**src/rtl/midi_note_tx.sv**
```systemverilog
// MIDI OUT transmitter: sends one 3-byte channel-voice message (status, note,
// velocity) as 8N1 serial, LSB first, idle high, CLKS_PER_BIT clocks per bit.
// GAP_BITS idle-high bit times may be inserted after each stop bit.
module midi_note_tx #(
  parameter int CLKS_PER_BIT = 128,
  parameter int GAP_BITS     = 0
) (
  input  logic       clk,
  input  logic       reset,
  input  logic       send,
  input  logic       note_on,
  input  logic [3:0] channel,
  input  logic [6:0] note,
  input  logic [6:0] velocity,
  output logic       data_out,
  output logic       busy,
  output logic       done
);

  // The cycle counter must reach both one bit time and the whole gap time.
  localparam int GAP_MULT = (GAP_BITS > 1) ? GAP_BITS : 1;
  localparam int CNT_W    = $clog2(CLKS_PER_BIT * GAP_MULT);
  localparam logic [CNT_W-1:0] BIT_LAST = CNT_W'(CLKS_PER_BIT - 1);
  localparam logic [CNT_W-1:0] GAP_LAST = CNT_W'(CLKS_PER_BIT * GAP_BITS - 1);

  typedef enum logic [2:0] {
    IDLE,
    START,
    DATA,
    STOP,
    GAP
  } state_t;

  state_t           state, state_n;
  logic [CNT_W-1:0] cnt, cnt_n;
  logic [2:0]       bit_idx, bit_n;
  logic [1:0]       byte_idx, byte_n;
  logic [23:0]      msg, msg_n;
  logic             data_n, busy_n, done_n;
  logic [7:0]       cur_byte;
  logic [2:0]       next_bit;
  logic             byte_end;

  // Pick the byte currently on the wire from the latched message.
  always_comb begin
    cur_byte = msg[7:0];
    case (byte_idx)
      2'd0:    cur_byte = msg[23:16];
      2'd1:    cur_byte = msg[15:8];
      default: cur_byte = msg[7:0];
    endcase
  end

  // Next-state and registered-output logic; every line transition lands on a bit boundary.
  always_comb begin
    state_n  = state;
    cnt_n    = cnt;
    bit_n    = bit_idx;
    byte_n   = byte_idx;
    msg_n    = msg;
    data_n   = data_out;
    busy_n   = busy;
    done_n   = 1'b0;
    byte_end = 1'b0;
    next_bit = bit_idx + 3'd1;

    case (state)
      IDLE: begin
        if (send) begin
          msg_n   = {1'b1, 2'b00, note_on, channel, 1'b0, note, 1'b0, velocity};
          state_n = START;
          cnt_n   = '0;
          bit_n   = 3'd0;
          byte_n  = 2'd0;
          data_n  = 1'b0;
          busy_n  = 1'b1;
        end
      end

      START: begin
        if (cnt == BIT_LAST) begin
          state_n = DATA;
          cnt_n   = '0;
          bit_n   = 3'd0;
          data_n  = cur_byte[0];
        end else begin
          cnt_n = cnt + CNT_W'(1);
        end
      end

      DATA: begin
        if (cnt == BIT_LAST) begin
          cnt_n = '0;
          if (bit_idx == 3'd7) begin
            state_n = STOP;
            data_n  = 1'b1;
          end else begin
            bit_n  = next_bit;
            data_n = cur_byte[next_bit];
          end
        end else begin
          cnt_n = cnt + CNT_W'(1);
        end
      end

      STOP: begin
        if (cnt == BIT_LAST) begin
          cnt_n = '0;
          if (GAP_BITS > 0) begin
            state_n = GAP;
          end else begin
            byte_end = 1'b1;
          end
        end else begin
          cnt_n = cnt + CNT_W'(1);
        end
      end

      GAP: begin
        if (cnt == GAP_LAST) begin
          cnt_n    = '0;
          byte_end = 1'b1;
        end else begin
          cnt_n = cnt + CNT_W'(1);
        end
      end

      default: begin
        state_n = IDLE;
        cnt_n   = '0;
        data_n  = 1'b1;
        busy_n  = 1'b0;
      end
    endcase

    // After a byte's stop (and gap) either start the next byte or finish.
    if (byte_end) begin
      if (byte_idx == 2'd2) begin
        state_n = IDLE;
        byte_n  = 2'd0;
        busy_n  = 1'b0;
        done_n  = 1'b1;
      end else begin
        state_n = START;
        byte_n  = byte_idx + 2'd1;
        data_n  = 1'b0;
      end
    end
  end

  // State and output registers; reset abandons any frame and idles the line.
  always_ff @(posedge clk) begin
    if (reset) begin
      state    <= IDLE;
      cnt      <= '0;
      bit_idx  <= 3'd0;
      byte_idx <= 2'd0;
      msg      <= '0;
      data_out <= 1'b1;
      busy     <= 1'b0;
      done     <= 1'b0;
    end else begin
      state    <= state_n;
      cnt      <= cnt_n;
      bit_idx  <= bit_n;
      byte_idx <= byte_n;
      msg      <= msg_n;
      data_out <= data_n;
      busy     <= busy_n;
      done     <= done_n;
    end
  end

endmodule

```
**config.mk**
```make
export PLATFORM = sky130hd
export DESIGN_NAME = midi_note_tx
export DESIGN_NICKNAME = d
export VERILOG_FILES = /design/src/rtl/midi_note_tx.sv
export SDC_FILE = /design/constraint.sdc
export NUM_CORES = 1
export LEC_CHECK = 0
export BUFFER_PORTS_ARGS = -buffer_cell sky130_fd_sc_hd__buf_2
export CORE_ASPECT_RATIO = 1.1
export CORE_MARGIN = 5
export CORE_UTILIZATION = 44
export DETAILED_ROUTE_END_ITERATION = 10
export SLEW_MARGIN = 10
export SYNTH_ARGS = -nofsm -noshare
export SYNTH_HDL_FRONTEND = slang
export SYNTH_SLANG_ARGS = --single-unit
```
**constraint.sdc**
```tcl
create_clock -name clk -period 5.2 [get_ports clk]
set_input_delay 1.3 -clock clk [delete_from_list [all_inputs] [get_ports clk]]
set_output_delay 1.3 -clock clk [all_outputs]
set_load 0.005 [all_outputs]
```
==> reports/metrics.cfg, run 1 <==
[clock_tree]
clk_latency_ps = 280
clock-root-buffer = clkbuf_8
htree_num_levels = 2
cts-buffers-inserted = 5
clk_pin_slew_ps = 70
cts_setup_buffers = 0
clockBufferDepth = 2
cts_sinks = 37
cts_tree = done
ctsHoldBuffers = 0
postCtsResizedCells = 0

[logic_synthesis]
synth_top_family_by_area = simple AND/OR/NAND/NOR gates
synth_edf_count = 0
ys_seq_area_frac = 0.402
synth.distinct_cells = 45
postSynth.asyncResetShare = 0
synthesis.nets = 263
synth_mux_area_frac = 0.0455
ys_ff_latch = 37
synthCells = 234
yosysWarnings = 0
synth_compound_area_frac = 0.204
synthSimpleGateAreaFrac = 0.255
ys.flop_type = dfxtp_1
synth_area_um2 = 1840
avgSynthCellArea_um2 = 7.88
synth_fa_ha_area_frac = 0.0475
synth_xor_area_frac = 0

[floorplanning]
die_width_um = 71.7
dieArea_um2 = 5580
core_area_um2 = 4020
pin_count = 25
die_h_um = 77.9
initial_core_util = 0.458
rows = 24

[setup_path]
crit_arrival_ps = 2430
worst_ep_required_time_ps = 5410
cp-end-kind = register
crit_start = send
cp_max_fo = 6
crit_path_start_kind = primary input
r2r-start = state[1]
critPathKind = primary input to register

[timing]
rsz0062_at_grt = false
min_period_over_period = 0.428
finClkSkew_ps = 1.67
fmax_ghz = 0.449
slew_violations = 0
hold_violations = 0
slew_headroom = 0.512
setup_viol = 0
fin_tns_setup_ps = 0
worstMarginPinSlew_ps = 732
period_needed_ps = 2220

[global_routing]
grt_max_degree = 39
grt_pass1_wl_um = 7030
grt_use_total = 0.156
overflow = 0
antenna_found_initial = 0
grt_pass1_vias = 1557

[routing]
route.detailed.drc = 0
vias = 1624
ant_nets = 0
first_pass_iters = 4
wire_per_inst_um = 13.5
first_iter_violations = 108
routed_wl_um = 4080
vias_per_cell = 5.38

[hold_path]
hold_path_class = register to register
worstHoldStart = msg[8]

[pwr]
cellLeakagePower_nw = 0.785
pwr_density_cell_nw_per_um2 = 394
ir_drop_v = 0.000172

[placed_design]
place.gp.congestion = 0.792
dp_hpwl_um = 2780
placedCellCount = 295
io_buffers = 24
placed_cell_area_um2 = 1960

[layout]
final_area_um2 = 2050
final_common_cell = nand2_1
nets = 279
area_growth_pct = 11.1
fin_cells = 302
drive_above_1_share = 0.156
n_antenna_cell = 0
final_cell_mix = nand2_1 (47), dfxtp_1 (37), a21oi_1 (27)

[job]
cap_viol_max_count = 0

[status]
status = finished clean

## layer usage
metal / global-route usage / vias to the layer above / share of wire
met4: 0.0564 / 0 / 0.017
met3: 0.0362 / 6 / 0.043
met1: 0.194 / 738 / 0.47
met2: 0.261 / 29 / 0.47
met5: 0 / - / 0
li1: - / 851 / -
## cell type report
| class | instances | area [um2] |
|---|---|---|
| clock buffer | 7 | 86.3 |
| timing repair buffer | 24 | 120 |
| fill | 427 | 1980 |
| inverter | 5 | 18.8 |
| tap | 52 | 65.1 |
| multi-input combinational | 177 | 1020 |
| sequential | 37 | 741 |
## synthesized netlist by cell type, types with 2 or more instances
cell type / n / area [um2]
nand3b_1: 2 / 15.0
inv_1: 4 / 15.0
and3_2: 2 / 15.0
buf_4: 2 / 15.0
mux2_2: 3 / 33.8
nor2_1: 22 / 82.6
buf_2: 2 / 10.0
a22oi_1: 3 / 22.5
nor4b_1: 2 / 17.5
o21ai_0: 9 / 45.0
nor3_1: 4 / 20.0
a31oi_1: 3 / 18.8
a21oi_1: 27 / 135
ha_1: 7 / 87.6
or3_1: 3 / 18.8
o2111ai_1: 2 / 17.5
nor2b_1: 2 / 12.5
o211ai_1: 2 / 15.0
nand3_1: 5 / 25.0
a311oi_1: 2 / 17.5
dfxtp_1: 37 / 741
clkbuf_1: 10 / 37.5
and3_1: 2 / 12.5
nand2b_1: 4 / 25.0
and2_1: 2 / 12.5
a221o_1: 2 / 20.0
nand2_1: 47 / 176
mux2i_1: 5 / 50.1
## worst paths after layout
check	end	slack, ps	cells past startpoint
setup / recovery	state[0]	2980	6
hold / removal	msg[8]	460	2
setup reg to reg	state[0]	3060	6
hold reg to reg	msg[8]	460	2
## cell families after synthesis
| logic type | count (synthesis) |
|---|---|
| AO/OA/AOI/OAI | 60 |
| multiplexers | 8 |
| AND/OR/NAND/NOR | 102 |
| flip-flops | 37 |
| buffers and inverters | 20 |
| adder cells (fa/ha/maj) | 7 |
## worst max-delay path, stage by stage
cell and delay (ps):
buf_2 120, nand2b_1 260, nand2_1 150, o21ai_1 100
or3_1 360, a21oi_1 140
## where the power goes
part	internal [W]	leakage, nW	switching (W)
Combinational	0.0000957	0.438	0.000160
Sequential	0.000326	0.302	0.0000255
Clock	0.000105	0.0443	0.0000950
Total	0.000527	0.785	0.000281
## state kept, by name, summed over array words and instances (netlist names)
signal / flops
data_out: 1
done: 1
state: 2
msg: 20
cnt: 7
byte_idx: 2
busy: 1
bit_idx: 3
## per-stage QoR
stage | hold slack [ps] | setup slack, ps | total power [W] | utilization
finish | 455 | 2980 | 0.000807 | 0.509
global route | 475 | 2870 | 0.000877 | 0.509
CTS | 456 | 3000 | 0.000816 | 0.509
detailed placement | 446 | 2700 | 0.000613 | 0.488
global placement | 444 | 2730 | 0.000611 | 0.488
floorplan | 431 | 3020 | 0.000553 | -
(Power assumes the default switching activity.)
==> run 2, diff against run 1 <==
==> constraint.sdc (replaced) <==
create_clock -name clk -period 2.25 [get_ports clk]
set_input_delay 0.5625 -clock clk [delete_from_list [all_inputs] [get_ports clk]]
set_output_delay 0.5625 -clock clk [all_outputs]
set_load 0.005 [all_outputs]
==> reports/metrics.cfg, run 2 (same netlist as run 1, synthesis figures left out) <==
[floorplanning]
rows = 24  ; unchanged
pin_count = 25  ; unchanged
initial_core_util = 0.458  ; unchanged
core_area_um2 = 4020  ; unchanged
die_width_um = 71.7  ; unchanged
die_h_um = 77.9  ; unchanged
dieArea_um2 = 5580  ; unchanged

[placed_design]
placedCellCount = 302  ; +2.4%
io_buffers = 24  ; unchanged
place.gp.congestion = 0.798  ; +0.80%
dp_hpwl_um = 3010  ; +8.0%

[pwr]
p_clk_frac = 0.240  ; -0.008
p_sw_w = 0.000679  ; +140%
p_comb_frac = 0.333  ; +0.016
pwr_density_cell_nw_per_um2 = 905  ; +130%
ir_drop_v = 0.000504  ; +190%
switching_share = 0.357  ; +0.00953
cellLeakagePower_nw = 0.819  ; +4.4%
p_int_w = 0.00122  ; +130%
p_seq_frac = 0.427  ; -0.008
power_w = 0.00190  ; +140%

[timing]
fin_tns_setup_ps = 0  ; unchanged
slew_violations = 0  ; unchanged
hold_violations = 0  ; unchanged
period_needed_ps = 1910
worstMarginPinSlew_ps = 491  ; -241 ps
timing.hold.ws_ps = 459  ; +3.27 ps
fmax_ghz = 0.524
slew_headroom = 0.672  ; +0.160
setup_viol = 0  ; unchanged
min_period_over_period = 0.848
rsz0062_at_grt = false
finClkSkew_ps = 4.19  ; +2.52 ps

[routing]
ant_nets = 0  ; unchanged
dr_wl_met3_um = 147  ; -16%
routed_wl_um = 4140  ; +1.5%
first_pass_iters = 4  ; unchanged
top_layer = met4
first_iter_violations = 77  ; -29%
vias_per_cell = 5.39  ; +0.30%
m1WireLength_um = 1870  ; -1.7%
wl_met2_um = 2060  ; +6.5%
route.detailed.drc = 0  ; unchanged
vias = 1672  ; +3.0%
wire_per_inst_um = 13.4  ; -1.1%

[layout]
final_cell_mix = nand2_1 (47), dfxtp_1 (37), a21oi_1 (27)
top_regs = msg (20), cnt (7), bit_idx (3)
drive_above_1_share = 0.186  ; +0.0300
final_common_cell = nand2_1
largest-register = msg
nets = 286  ; +2.5%
largest_reg_flops = 20  ; unchanged
n_antenna_cell = 0  ; unchanged
area_growth_pct = 14.0
fin_cells = 310  ; +2.6%

[job]
cap_viol_max_count = 0  ; unchanged

[global_routing]
grt_max_degree = 22  ; -44%
grt_pass1_vias = 1544  ; -0.83%
antenna_found_initial = 0  ; unchanged
overflow = 0  ; unchanged
grt_pass1_wl_um = 7230  ; +2.8%
grt_use_total = 0.161  ; +0.00551

[setup_path]
cp.depth = 7  ; +1
cp-end-kind = register
worst_ep_required_time_ps = 2490  ; -2920 ps
critPathKind = register to register
path_buf_inv = 1  ; unchanged
cp_slowest_cell = ha_1
r2r_slack_ps = 340  ; -2720 ps
crit_chain = ha_1 > ha_1 > inv_2 > a311o_1 > o32a_1 > a41o_1 > nand2_1
crit_top_cell = ha_1
crit_path_start_kind = register
cpPeakStageDelay_ps = 360  ; about the same
crit_arrival_ps = 2140  ; -290 ps
crit_family = compound AO/OA/AOI/OAI gates
reg2regPathDepth = 7  ; +1
cp_max_fo = 5  ; -1

[hold_path]
hold_path_class = register to register
hold_path_depth = 2  ; unchanged

[clock_tree]
clock-root-buffer = clkbuf_8
cts_sinks = 37  ; unchanged
ctsHoldBuffers = 0  ; unchanged
htree_num_levels = 2  ; unchanged
postCtsResizedCells = 0  ; unchanged
cts_setup_buffers = 0  ; unchanged
clk_pin_slew_ps = 70  ; about the same
clockBufferDepth = 2  ; unchanged
cts-buffers-inserted = 5  ; unchanged
cts_tree = done
clk_latency_ps = 290  ; about the same

[status]
status = finished clean

==> run 2: cell types whose count changed in the layout (fill, tap and decap cells not counted) <==
| cell | change |
|---|---|
| clkinv_2 | +2 |
| buf_4 | +7 |
| clkinvlp_4 | +1 |
| clkbuf_1 | -1 |
| clkbuf_8 | -1 |
==> run 2: final timing paths <==
path	to	from
min	msg[4]	msg[4]
max	data_out	bit_idx[0]
max reg2reg	data_out	bit_idx[0]
min reg2reg	msg[4]	msg[4]
==> run 2: final cells by class <==
class / instances / area (um2)
inverters: 5 / 18.8
clock inverters: 3 / 17.5
fillers: 421 / 1920
flip-flops and latches: 37 / 741
repair buffers: 31 / 173
well taps: 52 / 65.1
multi-input cells: 177 / 1020
clock buffers: 5 / 68.8
==> run 2: power by group through the flow <==
stage | Clock (W) | Sequential [W] | Combinational, W
after floorplan | 0 | 0.000812 | 0.000467
after global placement | 0 | 0.000826 | 0.000633
after detailed placement | 0 | 0.000828 | 0.000634
after CTS | 0.000476 | 0.000813 | 0.000638
after global routing | 0.000512 | 0.000827 | 0.000722
final | 0.000456 | 0.000811 | 0.000634
==> run 2: metal layers <==
metal / GRT usage / vias to the layer above
met5: 0 / -
li1: - / 867
met4: 0.0658 / 0
met2: 0.261 / 26
met1: 0.204 / 772
met3: 0.0401 / 7
==> run 2: metrics by stage <==
step	cell area, um2	worst slack [ps]	util
CTS	2100	336	0.522
global placement	2010	369	0.501
finish	2100	343	0.522
global route	2100	254	0.522
floorplan	1840	427	-
detailed placement	2010	360	0.501
==> run 2: tightest hold or removal path: cells and delay by family, from the launching register on <==
kind / cells / cell delay (ps)
compound gates: 1 / 50
flops: 1 / 310
simple gates: 1 / 50
==> run 3, diff against run 2 <==
--- a/config.mk
+++ b/config.mk
@@ -10,6 +10,7 @@
 export CORE_MARGIN = 5
 export CORE_UTILIZATION = 44
 export DETAILED_ROUTE_END_ITERATION = 10
+export PLACE_DENSITY = 0.66
 export SLEW_MARGIN = 10
 export SYNTH_ARGS = -nofsm -noshare
 export SYNTH_HDL_FRONTEND = slang
==> constraint.sdc (replaced) <==
create_clock -name clk -period 1.5 [get_ports clk]
set_input_delay 0.375 -clock clk [delete_from_list [all_inputs] [get_ports clk]]
set_output_delay 0.375 -clock clk [all_outputs]
set_load 0.005 [all_outputs]
==> reports/metrics.cfg, run 3 (same netlist as run 1, synthesis figures left out) <==
[timing]
worstMarginPinSlew_ps = 275  ; -216 ps
rsz0062_at_grt = true
fin_tns_setup_ps = -304  ; -304 ps
period_needed_ps = 1690  ; -213 ps
min_period_over_period = 1.13  ; +0.282
slew_violations = 0  ; unchanged
hold_violations = 0  ; unchanged
finClkSkew_ps = 3.83  ; -0.360 ps
slew_headroom = 0.814  ; +0.142
setup_viol = 4  ; +4
worst_slack_ps = -194  ; -537 ps
fmax_ghz = 0.590  ; +13%

[floorplanning]
die_h_um = 77.9  ; unchanged
initial_core_util = 0.458  ; unchanged
dieArea_um2 = 5580  ; unchanged
rows = 24  ; unchanged
core_area_um2 = 4020  ; unchanged
pin_count = 25  ; unchanged
die_width_um = 71.7  ; unchanged

[layout]
top_regs = msg (20), cnt (7), bit_idx (3)
num-fill-cells = 363  ; -14%
ff_latch_area_um2 = 746  ; +0.68%
utilization = 0.653  ; +0.131
area_growth_pct = 42.6
n_antenna_cell = 0  ; unchanged
nets = 323  ; +13%
largest_reg_flops = 20  ; unchanged
drive_above_1_share = 0.363  ; +0.177
largest-register = msg
final_cell_mix = nand2_1 (47), buf_4 (38), dfxtp_1 (33)
final_common_cell = nand2_1
multi_input_area_um2 = 1180  ; +16%

[hold_path]
hold_path_class = primary input to register

[routing]
routed_wl_um = 4480  ; +8.1%
vias = 1806  ; +8.0%
first_iter_violations = 83  ; +7.8%
route.detailed.drc = 0  ; unchanged
ant_nets = 0  ; unchanged
vias_per_cell = 5.20  ; -3.5%
first_pass_iters = 4  ; unchanged
wire_per_inst_um = 12.9  ; -3.4%

[clock_tree]
clock-root-buffer = clkbuf_8
clockBufferDepth = 2  ; unchanged
clk_latency_ps = 290  ; about the same
cts-buffers-inserted = 5  ; unchanged
ctsHoldBuffers = 0  ; unchanged
cts_tree = done
cts_sinks = 37  ; unchanged
htree_num_levels = 2  ; unchanged
clk_pin_slew_ps = 70  ; about the same

[pwr]
cellLeakagePower_nw = 1.05  ; +28%
ir_drop_v = 0.000833  ; +65%
pwr_density_cell_nw_per_um2 = 1330  ; +46%

[setup_path]
r2r_slack_ps = -190  ; -540 ps
crit_path_start_kind = register
cp-end-kind = register
worst_ep_required_time_ps = 1740  ; -750 ps
cp_max_fo = 4  ; -1
critPathKind = register to register
crit_arrival_ps = 1930  ; -210 ps

[global_routing]
overflow = 0  ; unchanged
grt_use_total = 0.170  ; +0.00844
grt_pass1_vias = 1689  ; +9.4%
antenna_found_initial = 0  ; unchanged
grt_pass1_wl_um = 7630  ; +5.5%
grt_max_degree = 22  ; unchanged

[status]
status = finished, violations left
violations = negative setup slack

[job]
cap_viol_max_count = 0  ; unchanged

[placed_design]
post-place-ws_ps = -175  ; -535 ps
dp_hpwl_um = 3290  ; +9.6%
io_buffers = 24  ; unchanged
place.gp.congestion = 0.816  ; +2.2%

[run 3: cell types whose count changed in the layout (fill, tap and decap cells not counted), sizes merged]
cell    delta
clkbuf     +1
buf       +37
clkinv     -2
bufinv     +1
[run 3: final timing paths]
path | startpoint | depth (start not counted) | end
setup / recovery | bit_idx[1] | 7 | data_out
hold / removal | note[4] | 3 | msg[12]
setup reg to reg | bit_idx[1] | 7 | data_out
hold reg to reg | msg[12] | 2 | msg[12]
[run 3: through the flow]
step           cells  instance area, um2  total power [W]  hold WS [ps]
6_report         347                2630          0.00348           313
5_1_grt          347                2630          0.00373           303
4_1_cts          347                2550          0.00346           308
3_5_place_dp     338                2370          0.00247           448
3_3_place_gp     338                2370          0.00246           441
2_1_floorplan    234                1900          0.00196           431
[run 3: critical path: stages, from the launching register on]
cell	delay (ps)
dfxtp_2	340
ha_4	160
ha_4	280
inv_2	40
a311o_1	260
o32a_1	320
a41o_1	180
nand2_1	70
[run 3: cell type report]
type,count,area share
tap,52,0.0248
multi-input combinational,177,0.449
clock inverter,2,0.0143
inverter,5,0.00714
sequential,37,0.284
timing repair buffer,68,0.190
clock buffer,6,0.0314
[run 3: per-layer routing]
metal,share of wire,routed length (um),vias up,global-route usage
met5,0,0,-,0
met4,0.016,73,0,0.0602
met3,0.034,152,8,0.0388
met2,0.52,2310,22,0.291
met1,0.43,1940,833,0.206
li1,-,-,943,-
[run 3: power by group]
part | internal, W | switching, W | leakage [nW] | total, W
sequential | 0.00113 | 0.0000804 | 0.304 | 0.00121
clock | 0.000541 | 0.000363 | 0.0574 | 0.000904
combinational | 0.000672 | 0.000695 | 0.690 | 0.00137
[run 3: repair_timing]
item,CTS,global route
pin swaps,2,7
resized for setup,14,12
buffers inserted,1,1
setup endpoints to repair,10,16
